===== config.mk =====
export PLATFORM = sky130hd
export DESIGN_NAME = imem_boot_loader
export DESIGN_NICKNAME = d
export VERILOG_FILES = /design/src/rtl/imem_boot_loader.sv
export SDC_FILE = /design/constraint.sdc
export NUM_CORES = 1
export LEC_CHECK = 0
export ABC_AREA = 1
export BUFFER_PORTS_ARGS = -buffer_cell sky130_fd_sc_hd__buf_2
export CORE_MARGIN = 2
export CORE_UTILIZATION = 40
export DETAILED_ROUTE_END_ITERATION = 12
export HOLD_SLACK_MARGIN = 0.15
export MAX_ROUTING_LAYER = met4
export PLACE_DENSITY = 0.7
export SLEW_MARGIN = 20
export SYNTH_ARGS = -nofsm -noshare
export SYNTH_HDL_FRONTEND = slang
export SYNTH_SLANG_ARGS = --single-unit
export TNS_END_PERCENT = 1

===== constraint.sdc =====
create_clock -name clk -period 2.1 [get_ports clk]
set_input_delay 0 -clock clk [delete_from_list [all_inputs] [get_ports clk]]
set_output_delay 0 -clock clk [all_outputs]
set_load 0.02 [all_outputs]

===== src/rtl/imem_boot_loader.sv =====
// Purpose: fills instruction memory from a framed byte stream (sync, 16-bit length, words, checksum) and releases the core from reset.
// Latency: all outputs registered; a state change or word write is visible the cycle after the edge that accepts the causing byte.
// Backpressure: accepts one byte per cycle in every state except RUN, where in_ready is held low.
module imem_boot_loader #(
    parameter int         MEM_DEPTH = 256,
    parameter logic [7:0] SYNC_BYTE = 8'hA5,
    parameter int         CW        = $clog2(MEM_DEPTH + 1)
) (
    input  logic          clk,
    input  logic          rst,
    input  logic          in_valid,
    input  logic [7:0]    in_data,
    output logic          in_ready,
    input  logic          reboot,
    output logic          imem_we,
    output logic [31:0]   imem_wd,
    output logic          core_rstn,
    output logic          busy,
    output logic          done,
    output logic          error,
    output logic [CW-1:0] words_loaded
);

    typedef enum logic [2:0] {
        S_IDLE, S_LEN, S_DATA, S_CSUM, S_RUN, S_ERR
    } state_t;

    localparam logic [15:0] MAX_N = 16'(MEM_DEPTH);

    state_t        state_q, state_d;
    logic [1:0]    byte_idx_q, byte_idx_d;
    logic [23:0]   word_q, word_d;
    logic [7:0]    csum_q, csum_d;
    logic [7:0]    len_lo_q, len_lo_d;
    logic [CW-1:0] len_q, len_d;
    logic [CW-1:0] words_q, words_d;
    logic [31:0]   wd_q, wd_d;
    logic          we_q, we_d;
    logic          in_ready_q, core_rstn_q, busy_q, done_q, error_q;

    logic          xfer;
    logic          start_img;
    logic [15:0]   n16;

    assign xfer = in_valid && in_ready_q;
    assign n16  = {in_data, len_lo_q};

    // Next-state, datapath and word-write decisions for the loader FSM.
    always_comb begin
        state_d    = state_q;
        byte_idx_d = byte_idx_q;
        word_d     = word_q;
        csum_d     = csum_q;
        len_lo_d   = len_lo_q;
        len_d      = len_q;
        words_d    = words_q;
        wd_d       = wd_q;
        we_d       = 1'b0;
        start_img  = 1'b0;

        case (state_q)
            S_IDLE, S_ERR: begin
                // Only a sync byte starts an image; anything else is dropped.
                if (xfer && in_data == SYNC_BYTE) begin
                    start_img = 1'b1;
                    state_d   = S_LEN;
                end
            end
            S_LEN: begin
                if (xfer) begin
                    if (byte_idx_q == 2'd0) begin
                        len_lo_d   = in_data;
                        byte_idx_d = 2'd1;
                    end else begin
                        byte_idx_d = 2'd0;
                        if (n16 == 16'd0 || n16 > MAX_N) begin
                            state_d = S_ERR;
                        end else begin
                            len_d   = n16[CW-1:0];
                            state_d = S_DATA;
                        end
                    end
                end
            end
            S_DATA: begin
                if (xfer) begin
                    csum_d = csum_q + in_data;
                    if (byte_idx_q == 2'd3) begin
                        wd_d       = {in_data, word_q};
                        we_d       = 1'b1;
                        words_d    = words_q + CW'(1);
                        byte_idx_d = 2'd0;
                        if (words_d == len_q) begin
                            state_d = S_CSUM;
                        end
                    end else begin
                        case (byte_idx_q)
                            2'd0:    word_d[7:0]   = in_data;
                            2'd1:    word_d[15:8]  = in_data;
                            default: word_d[23:16] = in_data;
                        endcase
                        byte_idx_d = byte_idx_q + 2'd1;
                    end
                end
            end
            S_CSUM: begin
                if (xfer) begin
                    state_d = (in_data == csum_q) ? S_RUN : S_ERR;
                end
            end
            S_RUN: begin
                if (reboot) begin
                    state_d = S_IDLE;
                end
            end
            default: state_d = S_IDLE;
        endcase

        // A fresh image restarts all per-image bookkeeping.
        if (start_img) begin
            byte_idx_d = 2'd0;
            word_d     = 24'd0;
            csum_d     = 8'd0;
            len_lo_d   = 8'd0;
            len_d      = '0;
            words_d    = '0;
        end
    end

    // State, datapath and registered status outputs derived from the next state.
    always_ff @(posedge clk) begin
        if (rst) begin
            state_q     <= S_IDLE;
            byte_idx_q  <= 2'd0;
            word_q      <= 24'd0;
            csum_q      <= 8'd0;
            len_lo_q    <= 8'd0;
            len_q       <= '0;
            words_q     <= '0;
            wd_q        <= 32'd0;
            we_q        <= 1'b0;
            in_ready_q  <= 1'b1;
            core_rstn_q <= 1'b0;
            busy_q      <= 1'b0;
            done_q      <= 1'b0;
            error_q     <= 1'b0;
        end else begin
            state_q     <= state_d;
            byte_idx_q  <= byte_idx_d;
            word_q      <= word_d;
            csum_q      <= csum_d;
            len_lo_q    <= len_lo_d;
            len_q       <= len_d;
            words_q     <= words_d;
            wd_q        <= wd_d;
            we_q        <= we_d;
            in_ready_q  <= (state_d != S_RUN);
            core_rstn_q <= (state_d == S_RUN);
            busy_q      <= (state_d == S_LEN) || (state_d == S_DATA) || (state_d == S_CSUM);
            done_q      <= (state_d == S_RUN);
            error_q     <= (state_d == S_ERR);
        end
    end

    assign in_ready     = in_ready_q;
    assign imem_we      = we_q;
    assign imem_wd      = wd_q;
    assign core_rstn    = core_rstn_q;
    assign busy         = busy_q;
    assign done         = done_q;
    assign error        = error_q;
    assign words_loaded = words_q;

endmodule


==> impl_metrics.ini, run 1 <==
[logic_synthesis]
yosysTopAreaCellShare_pct = 45.39
yosys-top-cells-area = dfxtp_1 (45%), a21oi_1 (9.9%), nor2_1 (8.3%)
yosysMostFrequentCell = dfxtp_1
seq_area_frac_synth_pct = 45.39
yosys.area_share.simple_pct = 22.87
synth_warnings = 0
synth.top_cells.by_count = dfxtp_1 (100), nor2_1 (98), a21oi_1 (87)
synth_ff_type = dfxtp_1
synth_compound_area_share_pct = 17.53
ys_ff_latch = 100
synth_top_family_by_area = simple AND/OR/NAND/NOR gates
synth_area_per_cell_um2 = 7.438
synth_top_area_cell = dfxtp_1
synthMuxAreaShare_pct = 0.2270
syn_area_um2 = 4410
synthAdderAreaFrac_pct = 3.858
ys_types = 35
synth_nets = 618
async_flop_share_pct = 0
synth_edf_count = 0
syn_inst = 593
synth_xor_xnor_area_share_pct = 1.390

[route]
wl_per_cell_um = 12.97
drt_wl_total_um = 10370
met3_length_um = 469
dr.pass1.iters = 5
drt-initial-drc-count = 208
drt-vias-per-instance = 4.987
drc = 0
met2WireLength_um = 4905
ant_nets = 0
dr.max_layer_used = met4
wl_met1_um = 4755
via_count = 3985

[timing]
period_share_pct = 91.17
worstMarginPinSlew_ns = 0.3830
setup_viol = 0
tns_ns = 0
final.setup_skew_ns = 0.01553
period_minus_slack_ns = 1.915
max_slew_margin_pct = 74.41
maxSlewViolCount = 0
finalHoldViolations = 0
max_freq_mhz = 522.3

[global_routing]
antenna_found_initial = 0
grt_pass1_vias = 3713
gr-total-overflow = 0
grt_util_all_layers_pct = 19.06
grt_pass1_wl_um = 17210
grt_max_degree = 45

[floorplanning]
die_h_um = 109.0
rows = 38
coreArea_um2 = 10790
dieArea_um2 = 11880
fp.dieW_um = 109.0
num_io_pins = 59
initial_core_util_pct = 40.86

[layout]
layout.nets = 680
antenna_cells = 0
fill_cells = 1083
multi_input_area_um2 = 2032
finalNonFillerCells = 799
area_delta_synth_final_pct = 16.31
utilization_pct = 47.53
drive_above_1_share_pct = 16.08
stdcell_area_um2 = 5130
seq_area_um2 = 2003

[worst_setup_path]
slowest_stage = dlygate4sd3_1
cp_max_fo = 9
required_ns = 2.41
regToRegSetupSlack_ns = 0.23
crit_chain = dlygate4sd3_1 -> clkbuf_4 -> ha_1 -> inv_1 -> fa_1 -> o31ai_2 -> a21oi_1 -> nor2_1 -> nor2_1 -> xor2_1 -> a21oi_1
path_class = input port to flip-flop
end_kind = flip-flop
max_stage_delay_ns = 0.52
arrival_ns = 2.22
cp-start-kind = input port

[place]
place_hpwl_um = 7239
placed_cells = 775
place_area_um2 = 4837
gp_congestion = 0.8895
port_buffers = 58

[clock_network]
clockRootBuffer = clkbuf_8
htreeDepth = 3
cts_buffers = 9
clk_path_buf_depth = 2
path_clk_slew_ns = 0.10
cts_tree = built
clock_latency_ns = 0.37
clock_sinks = 100

[status]
status = finished clean

[power]
p_total_uw = 3248
p_leak_uw = 0.002189
powerDensity_nw_per_um2 = 633.2
peakVddDrop_uv = 351.3

[flow_run]
drv_cap = 0

[worst_hold_path]
hold_path.class = input port to flip-flop
per-stage QoR:
stage,worst slack (ns),hold slack [ns]
floorplan,0.3306,0.07238
global placement,0.2515,0.2058
detailed placement,0.2317,0.2074
CTS,0.1293,0.1864
global route,-0.007760,0.2141
finish,0.1854,0.1960
cells by family after synthesis:
kind of cell | Yosys count
and+or+nand+nor | 226
AOI/OAI and AO/OA | 150
DFF | 100
buffers and inverters | 96
adders and majority gates | 13
xor gates and xnor gates | 7
muxes | 1
registers in the layout (all words and copies together) (netlist names):
signal,count
state_q,3
words_loaded,9
imem_wd,32
csum_q,8
len_lo_q,8
word_q,24
busy,1
done,1
byte_idx_q,2
len_q,9
error,1
imem_we,1
in_ready,1
layout by cell type, fill, tap and decap left out, drive strengths merged:
master	n
nor2	102
dfxtp	100
a21oi	88
nand2	74
inv	72
buf	66
o21ai	54
nand3	33
ha	12
clkbuf	12
dlygate4sd3	9
nand4	8
xor2	5
nor3	5
a211oi	3
o211ai	3
xnor2	2
or2	2
clkinv	2
nor4	2
a31oi	1
mux2i	1
o31ai	1
fa	1
bufinv	1
routing by layer:
layer / global-route usage [%] / up-vias
li1: - / 2058
met1: 23.01 / 1818
met2: 31.94 / 87
met3: 3.288 / 22
met4: 6.868 / 0
met5: - / -
layout make-up:
class	instances	area share (%)
clock inverters	4	0.9512
clock buffers	11	2.756
multi-input cells	397	39.61
flip-flops and latches	100	39.05
well taps	140	3.415
repair buffers	76	9.024
inverters	71	5.195
worst paths after layout:
kind	from	endpoint	cells past startpoint
max	in_data[0]	csum_q[6]	11
min	reboot	busy	5
max reg2reg	csum_q[0]	csum_q[6]	9
min reg2reg	word_q[12]	imem_wd[12]	2
timing repair:
| action | in CTS | in global routing |
|---|---|---|
| gates resized for setup | 0 | 4 |
| endpoints found under the hold margin | 45 | 0 |
| setup endpoints to repair | 0 | 3 |
| setup buffers | 0 | 0 |
| hold buffers | 9 | 0 |
critical path, delay by kind of cell:
kind | cells | cell delay [ns]
adders and majority gates | 2 | 0.59
buffers and inverters | 3 | 0.78
xor gates and xnor gates | 1 | 0.13
AOI/OAI and AO/OA | 3 | 0.56
and+or+nand+nor | 2 | 0.14
report_power, final:
| part | total [uW] | switching, uW | leakage (uW) | internal [uW] |
|---|---|---|---|---|
| logic | 135 | 92.6 | 0.00128 | 42.4 |
| registers | 1890 | 0.122 | 0.000805 | 1890 |
| clock network | 1220 | 640 | 0.0000996 | 578 |
No activity file was read; power rests on OpenSTA's default activity.
==> run 2, diff against run 1 <==
==> constraint.sdc (replaced) <==
create_clock -name clk -period 2.1 [get_ports clk]
set_input_delay 0.315 -clock clk [delete_from_list [all_inputs] [get_ports clk]]
set_output_delay 0.315 -clock clk [all_outputs]
set_load 0.02 [all_outputs]
==> run 2 against run 1 <==
Against the previous run:
- utilization increased by 0.83 points
- non-clock buffer count increased by 9
- largest power group unchanged
- first-iteration DRC count increased by 8.2%
- worst hold slack improved by 0.087 ns
- cell count increased by 1.3%
- flip-flop and latch count unchanged
- design area increased by 1.8%
- critical endpoint unchanged
==> impl_metrics.ini, run 2 (synthesized netlist as in run 1, its figures left out) <==
[floorplanning]
dieArea_um2 = 11880
fp.dieW_um = 109.0
rows = 38
initial_core_util_pct = 40.86
num_io_pins = 59
coreArea_um2 = 10790
die_h_um = 109.0

[power]
power.internal_uw = 2649
p_seq_share_pct = 55.7
combPwrFrac_pct = 4.2
powerDensity_nw_per_um2 = 651.8
pwr-share-clk_pct = 40.1
p_sw_uw = 753.4
p_leak_uw = 0.002250
peakVddDrop_uv = 449.3
switching_share_pct = 22.14

[layout]
final_cell_mix = nor2_1 (98), dfxtp_1 (98), a21oi_1 (87)
layout.nets = 689
fill_cells = 1068
area_delta_synth_final_pct = 18.35
largest_register_ffs = 32
multi_input_area_um2 = 2023
drive_above_1_share_pct = 18.24
seq_area_um2 = 2004
stdcell_area_um2 = 5220
antenna_cells = 0

[clock_network]
cts_buffers = 9
cts_tree = built
clock_latency_ns = 0.37
clk_path_buf_depth = 2
clock_sinks = 100
path_clk_slew_ns = 0.09
clockRootBuffer = clkbuf_8
htreeDepth = 3

[worst_setup_path]
reg2reg_from = csum_q[0]
path_buf_inv = 1
cp-start-kind = flip-flop
arrival_ns = 2.17
end_kind = flip-flop
cp_max_fo = 3
crit_start = csum_q[0]
critPathTopFamily = adder cells
slowest_stage = fa_1
path_class = flip-flop to flip-flop
required_ns = 2.35
regToRegSetupSlack_ns = 0.18
crit_chain = ha_1 -> inv_1 -> fa_1 -> o31ai_1 -> a21oi_1 -> nor2_1 -> nor2_1 -> xor2_1 -> a21oi_1
max_stage_delay_ns = 0.39

[global_routing]
antenna_found_initial = 0
grt_util_all_layers_pct = 19.64
grt_pass1_vias = 3664
grt_pass1_wl_um = 17640
grt_max_degree = 43
gr-total-overflow = 0

[timing]
worstMarginPinSlew_ns = 0.4028
period_minus_slack_ns = 1.917
max_freq_mhz = 521.7
max_slew_margin_pct = 73.12
maxSlewViolCount = 0
period_share_pct = 91.27
finalHoldViolations = 0
tns_ns = 0
rsz0062_at_grt = no
setup_viol = 0
final.setup_skew_ns = 0.01335

[route]
drc = 0
wl_per_cell_um = 13.42
drt-initial-drc-count = 225
via_count = 3983
ant_nets = 0
drt_wl_total_um = 10850
drt-vias-per-instance = 4.923
dr.pass1.iters = 4

[place]
place_hpwl_um = 8137
port_buffers = 58
gp_congestion = 0.9635
place_area_um2 = 4990

[status]
status = finished clean

[flow_run]
drv_cap = 0

[worst_hold_path]
min_from = in_data[1]
hold_path.class = input port to flip-flop
-- run 2: path summary, 6_finish.rpt --
path / depth (start not counted) / end
max: 9 / csum_q[6]
min: 3 / len_lo_q[1]
max reg2reg: 9 / csum_q[6]
min reg2reg: 2 / imem_wd[10]
-- run 2: final cells by class --
cell class,instances,share of cell area [%]
clock buffers,12,2.780
well taps,140,3.356
clock inverters,4,1.390
multi-input cells,397,38.76
inverters,71,5.105
repair buffers,85,10.21
flip-flops and latches,100,38.40
-- run 2: what timing repair did --
item	4_1_cts	5_1_grt
setup endpoints to repair	0	4
hold buffers	1	0
hold endpoints to repair	1	0
gates resized for setup	0	2
buffers inserted	0	0
-- run 2: worst min-delay path: stages --
cell and delay (ns):
buf_2 0.15, a21oi_1 0.08, nor2_1 0.07
-- run 2: metrics by stage --
| stage | worst slack (ns) | util (%) | hold slack (ns) | total power (uW) | std cells |
|---|---|---|---|---|---|
| global route | 0.005767 | 48.37 | 0.2787 | 3522 | 809 |
| CTS | 0.1677 | 48.34 | 0.2638 | 3430 | 809 |
| floorplan | 0.3306 | - | 0.3874 | 2005 | 593 |
| global placement | 0.1218 | 46.23 | 0.4399 | 2080 | 792 |
| finish | 0.1832 | 48.37 | 0.2828 | 3402 | 809 |
| detailed placement | 0.07091 | 46.23 | 0.4407 | 2081 | 792 |
-- run 2: power groups by stage --
| stage | clock network (uW) | logic, uW | registers, uW |
|---|---|---|---|
| finish | 1360 | 144 | 1890 |
| global route | 1470 | 157 | 1900 |
| CTS | 1390 | 144 | 1890 |
| detailed placement | 0 | 142 | 1940 |
| global placement | 0 | 141 | 1940 |
| floorplan | 0 | 65.9 | 1940 |
-- run 2: per-layer routing --
layer | share of wire, % | vias up | wire length, um | global-route usage (%)
met5 | 0 | - | 0 | -
met4 | 3.6 | 0 | 396 | 9.982
met3 | 4.1 | 28 | 449 | 3.168
met2 | 45 | 91 | 4923 | 30.66
met1 | 47 | 1786 | 5084 | 24.56
li1 | - | 2078 | - | -
==> run 3, diff against run 2 <==
--- a/config.mk
+++ b/config.mk
@@ -5,10 +5,10 @@
 export SDC_FILE = /design/constraint.sdc
 export NUM_CORES = 1
 export LEC_CHECK = 0
-export ABC_AREA = 1
 export BUFFER_PORTS_ARGS = -buffer_cell sky130_fd_sc_hd__buf_2
 export CORE_MARGIN = 2
 export CORE_UTILIZATION = 40
+export CTS_CLUSTER_SIZE = 24
 export DETAILED_ROUTE_END_ITERATION = 12
 export HOLD_SLACK_MARGIN = 0.15
 export MAX_ROUTING_LAYER = met4
==> run 3 against run 2 <==
Against the previous run:
- wire length decreased by 3.0%
- power decreased by 2.3%
- flip-flop and latch count unchanged
- cell count decreased by 10%
- highest routed layer unchanged
- setup slack got worse by 0.019 ns
- utilization decreased by 0.21 points
- sequential share of layout area increased by 0.29 points
- design area decreased by 0.86%
- critical endpoint is now busy
==> impl_metrics.ini, run 3 <==
[layout]
area_delta_synth_final_pct = 18.24
drive_above_1_share_pct = 18.60
layout.nets = 606
final_cell_mix = dfxtp_1 (100), nand2_1 (99), a21oi_1 (60)
multi_input_area_um2 = 2206
fill_cells = 1068
layout_commonest_cell = dfxtp_1
utilization_pct = 48.16
seq_area_um2 = 2002
stdcell_area_um2 = 5175
antenna_cells = 0
largest_register_ffs = 32
finalNonFillerCells = 726

[worst_setup_path]
crit_chain = nor4_2 -> nand4b_1 -> a2111oi_0 -> o21ai_0 -> a31oi_1
arrival_ns = 2.24
end_kind = flip-flop
path_buf_inv = 0
critPathTopFamily = compound AO/OA/AOI/OAI gates
cp_max_fo = 4
required_ns = 2.40
path_class = flip-flop to flip-flop
cp-start-kind = flip-flop
slowest_stage = a2111oi_0
max_stage_delay_ns = 0.51
regToRegSetupSlack_ns = 0.16

[clock_network]
clockRootBuffer = clkbuf_8
clock_sinks = 100
hold_buffers = 0
path_clk_slew_ns = 0.10
cts_buffers = 9
clk_path_buf_depth = 2
clock_latency_ns = 0.37
cts_tree = built
htreeDepth = 3

[route]
drt_wl_total_um = 10520
dr.pass1.iters = 4
wl_per_cell_um = 14.49
drt-initial-drc-count = 268
drc = 0
drt-vias-per-instance = 5.273
via_count = 3828
ant_nets = 0

[floorplanning]
rows = 38
die_h_um = 108.6
fp.dieW_um = 108.6
initial_core_util_pct = 40.73
dieArea_um2 = 11790
coreArea_um2 = 10750
num_io_pins = 59

[logic_synthesis]
seq_area_frac_synth_pct = 45.74
synth_compound_area_share_pct = 12.75
yosysTopAreaCellShare_pct = 45.74
synth_edf_count = 0
yosys.area_share.simple_pct = 22.78
synthAdderAreaFrac_pct = 3.888
synth_xor_xnor_area_share_pct = 4.603
async_flop_share_pct = 0
synth_warnings = 0
syn_inst = 516
synth_nets = 541
ys_types = 52
synth_area_per_cell_um2 = 8.482
synth_ff_type = dfxtp_1
ys_ff_latch = 100
synthMuxAreaShare_pct = 5.946
synth.top_cells.by_count = dfxtp_1 (100), nand2_1 (99), a21oi_1 (60)
yosys-top-cells-area = dfxtp_1 (46%), nand2_1 (8.5%), a21oi_1 (6.9%)
syn_area_um2 = 4377
synth_top_area_cell = dfxtp_1
yosysMostFrequentCell = dfxtp_1
synth_top_family_by_area = simple AND/OR/NAND/NOR gates

[global_routing]
grt_util_all_layers_pct = 18.77
grt_max_degree = 41
grt_pass1_wl_um = 17020
gr-total-overflow = 0
antenna_found_initial = 0
grt_pass1_vias = 3559

[place]
port_buffers = 58
place_hpwl_um = 7633
place_area_um2 = 4952
placed_cells = 710
gp_congestion = 0.8999

[timing]
finalHoldViolations = 0
worstMarginPinSlew_ns = 0.4978
tns_ns = 0
rsz0062_at_grt = yes
max_slew_margin_pct = 66.54
setup_viol = 0
maxSlewViolCount = 0
final.setup_skew_ns = 0.01061
period_minus_slack_ns = 1.936
period_share_pct = 92.17
max_freq_mhz = 516.6

[worst_hold_path]
hold_path.class = input port to flip-flop

[power]
powerDensity_nw_per_um2 = 642.1
p_leak_uw = 0.001963
peakVddDrop_uv = 283.8

[status]
status = finished clean

[flow_run]
drv_cap = 0
-- run 3: changes by cell type in the layout (fill, tap and decap cells not counted), moves of 25 or more --
cell	previous run	this run
a21oi_1	87	60
inv_1	67	9
mux2i_1	1	26
nand2_1	69	99
nor2_1	98	44
o21ai_0	49	6
-- run 3: path summary, 6_finish.rpt --
| kind | startpoint | end | cells after the start |
|---|---|---|---|
| max | len_lo_q[5] | busy | 5 |
| min | in_data[3] | word_q[19] | 3 |
| max reg2reg | len_lo_q[5] | busy | 5 |
| min reg2reg | word_q[6] | imem_wd[6] | 2 |
-- run 3: where the power goes --
group          switching [uW]  internal, uW
sequential              0.191          1900
combinational            86.0          46.2
clock                     719           576
-- run 3: final cells by class --
class	count	share of cell area, %
Multi-Input combinational cell	372	42.63
Sequential cell	100	38.68
Timing Repair Buffer	89	10.59
Tap cell	140	3.385
Clock buffer	10	2.466
Clock inverter	6	1.596
Inverter	9	0.6528
-- run 3: cells by family (layout without fill, tap and decap cells) --
group           count (synthesis)  in the layout
simple gates                  218            218
flops                         100            100
compound gates                 92             92
buf+inv                        44            114
mux                            26             26
xor+xnor                       23             23
fa+ha+maj                      13             13
-- run 3: what timing repair did --
item,4_1_cts,5_1_grt
resized for setup,0,2
endpoints found under the setup margin,0,11
buffers inserted,0,0
-- run 3: per-stage QoR --
step	power, uW	setup slack (ns)	hold slack (ns)
5_1_grt	3434	-0.003515	0.2704
2_1_floorplan	2003	0.05570	0.4312
3_5_place_dp	2071	-0.1273	0.4460
6_report	3323	0.1644	0.2688
3_3_place_gp	2070	-0.08318	0.4426
4_1_cts	3340	0.07070	0.2593
-- run 3: tightest hold or removal path: stages --
cell and delay, ns:
buf_2 0.15, nand3_1 0.08, a21oi_1 0.06
-- run 3: per-layer routing --
layer	vias up	share of wire, %	wire, um	track usage [%]
li1	1898	-	-	-
met1	1827	45	4746	24.57
met2	86	48	5013	28.97
met3	17	5.1	537	2.592
met4	0	2.1	225	8.150
met5	-	0	0	-
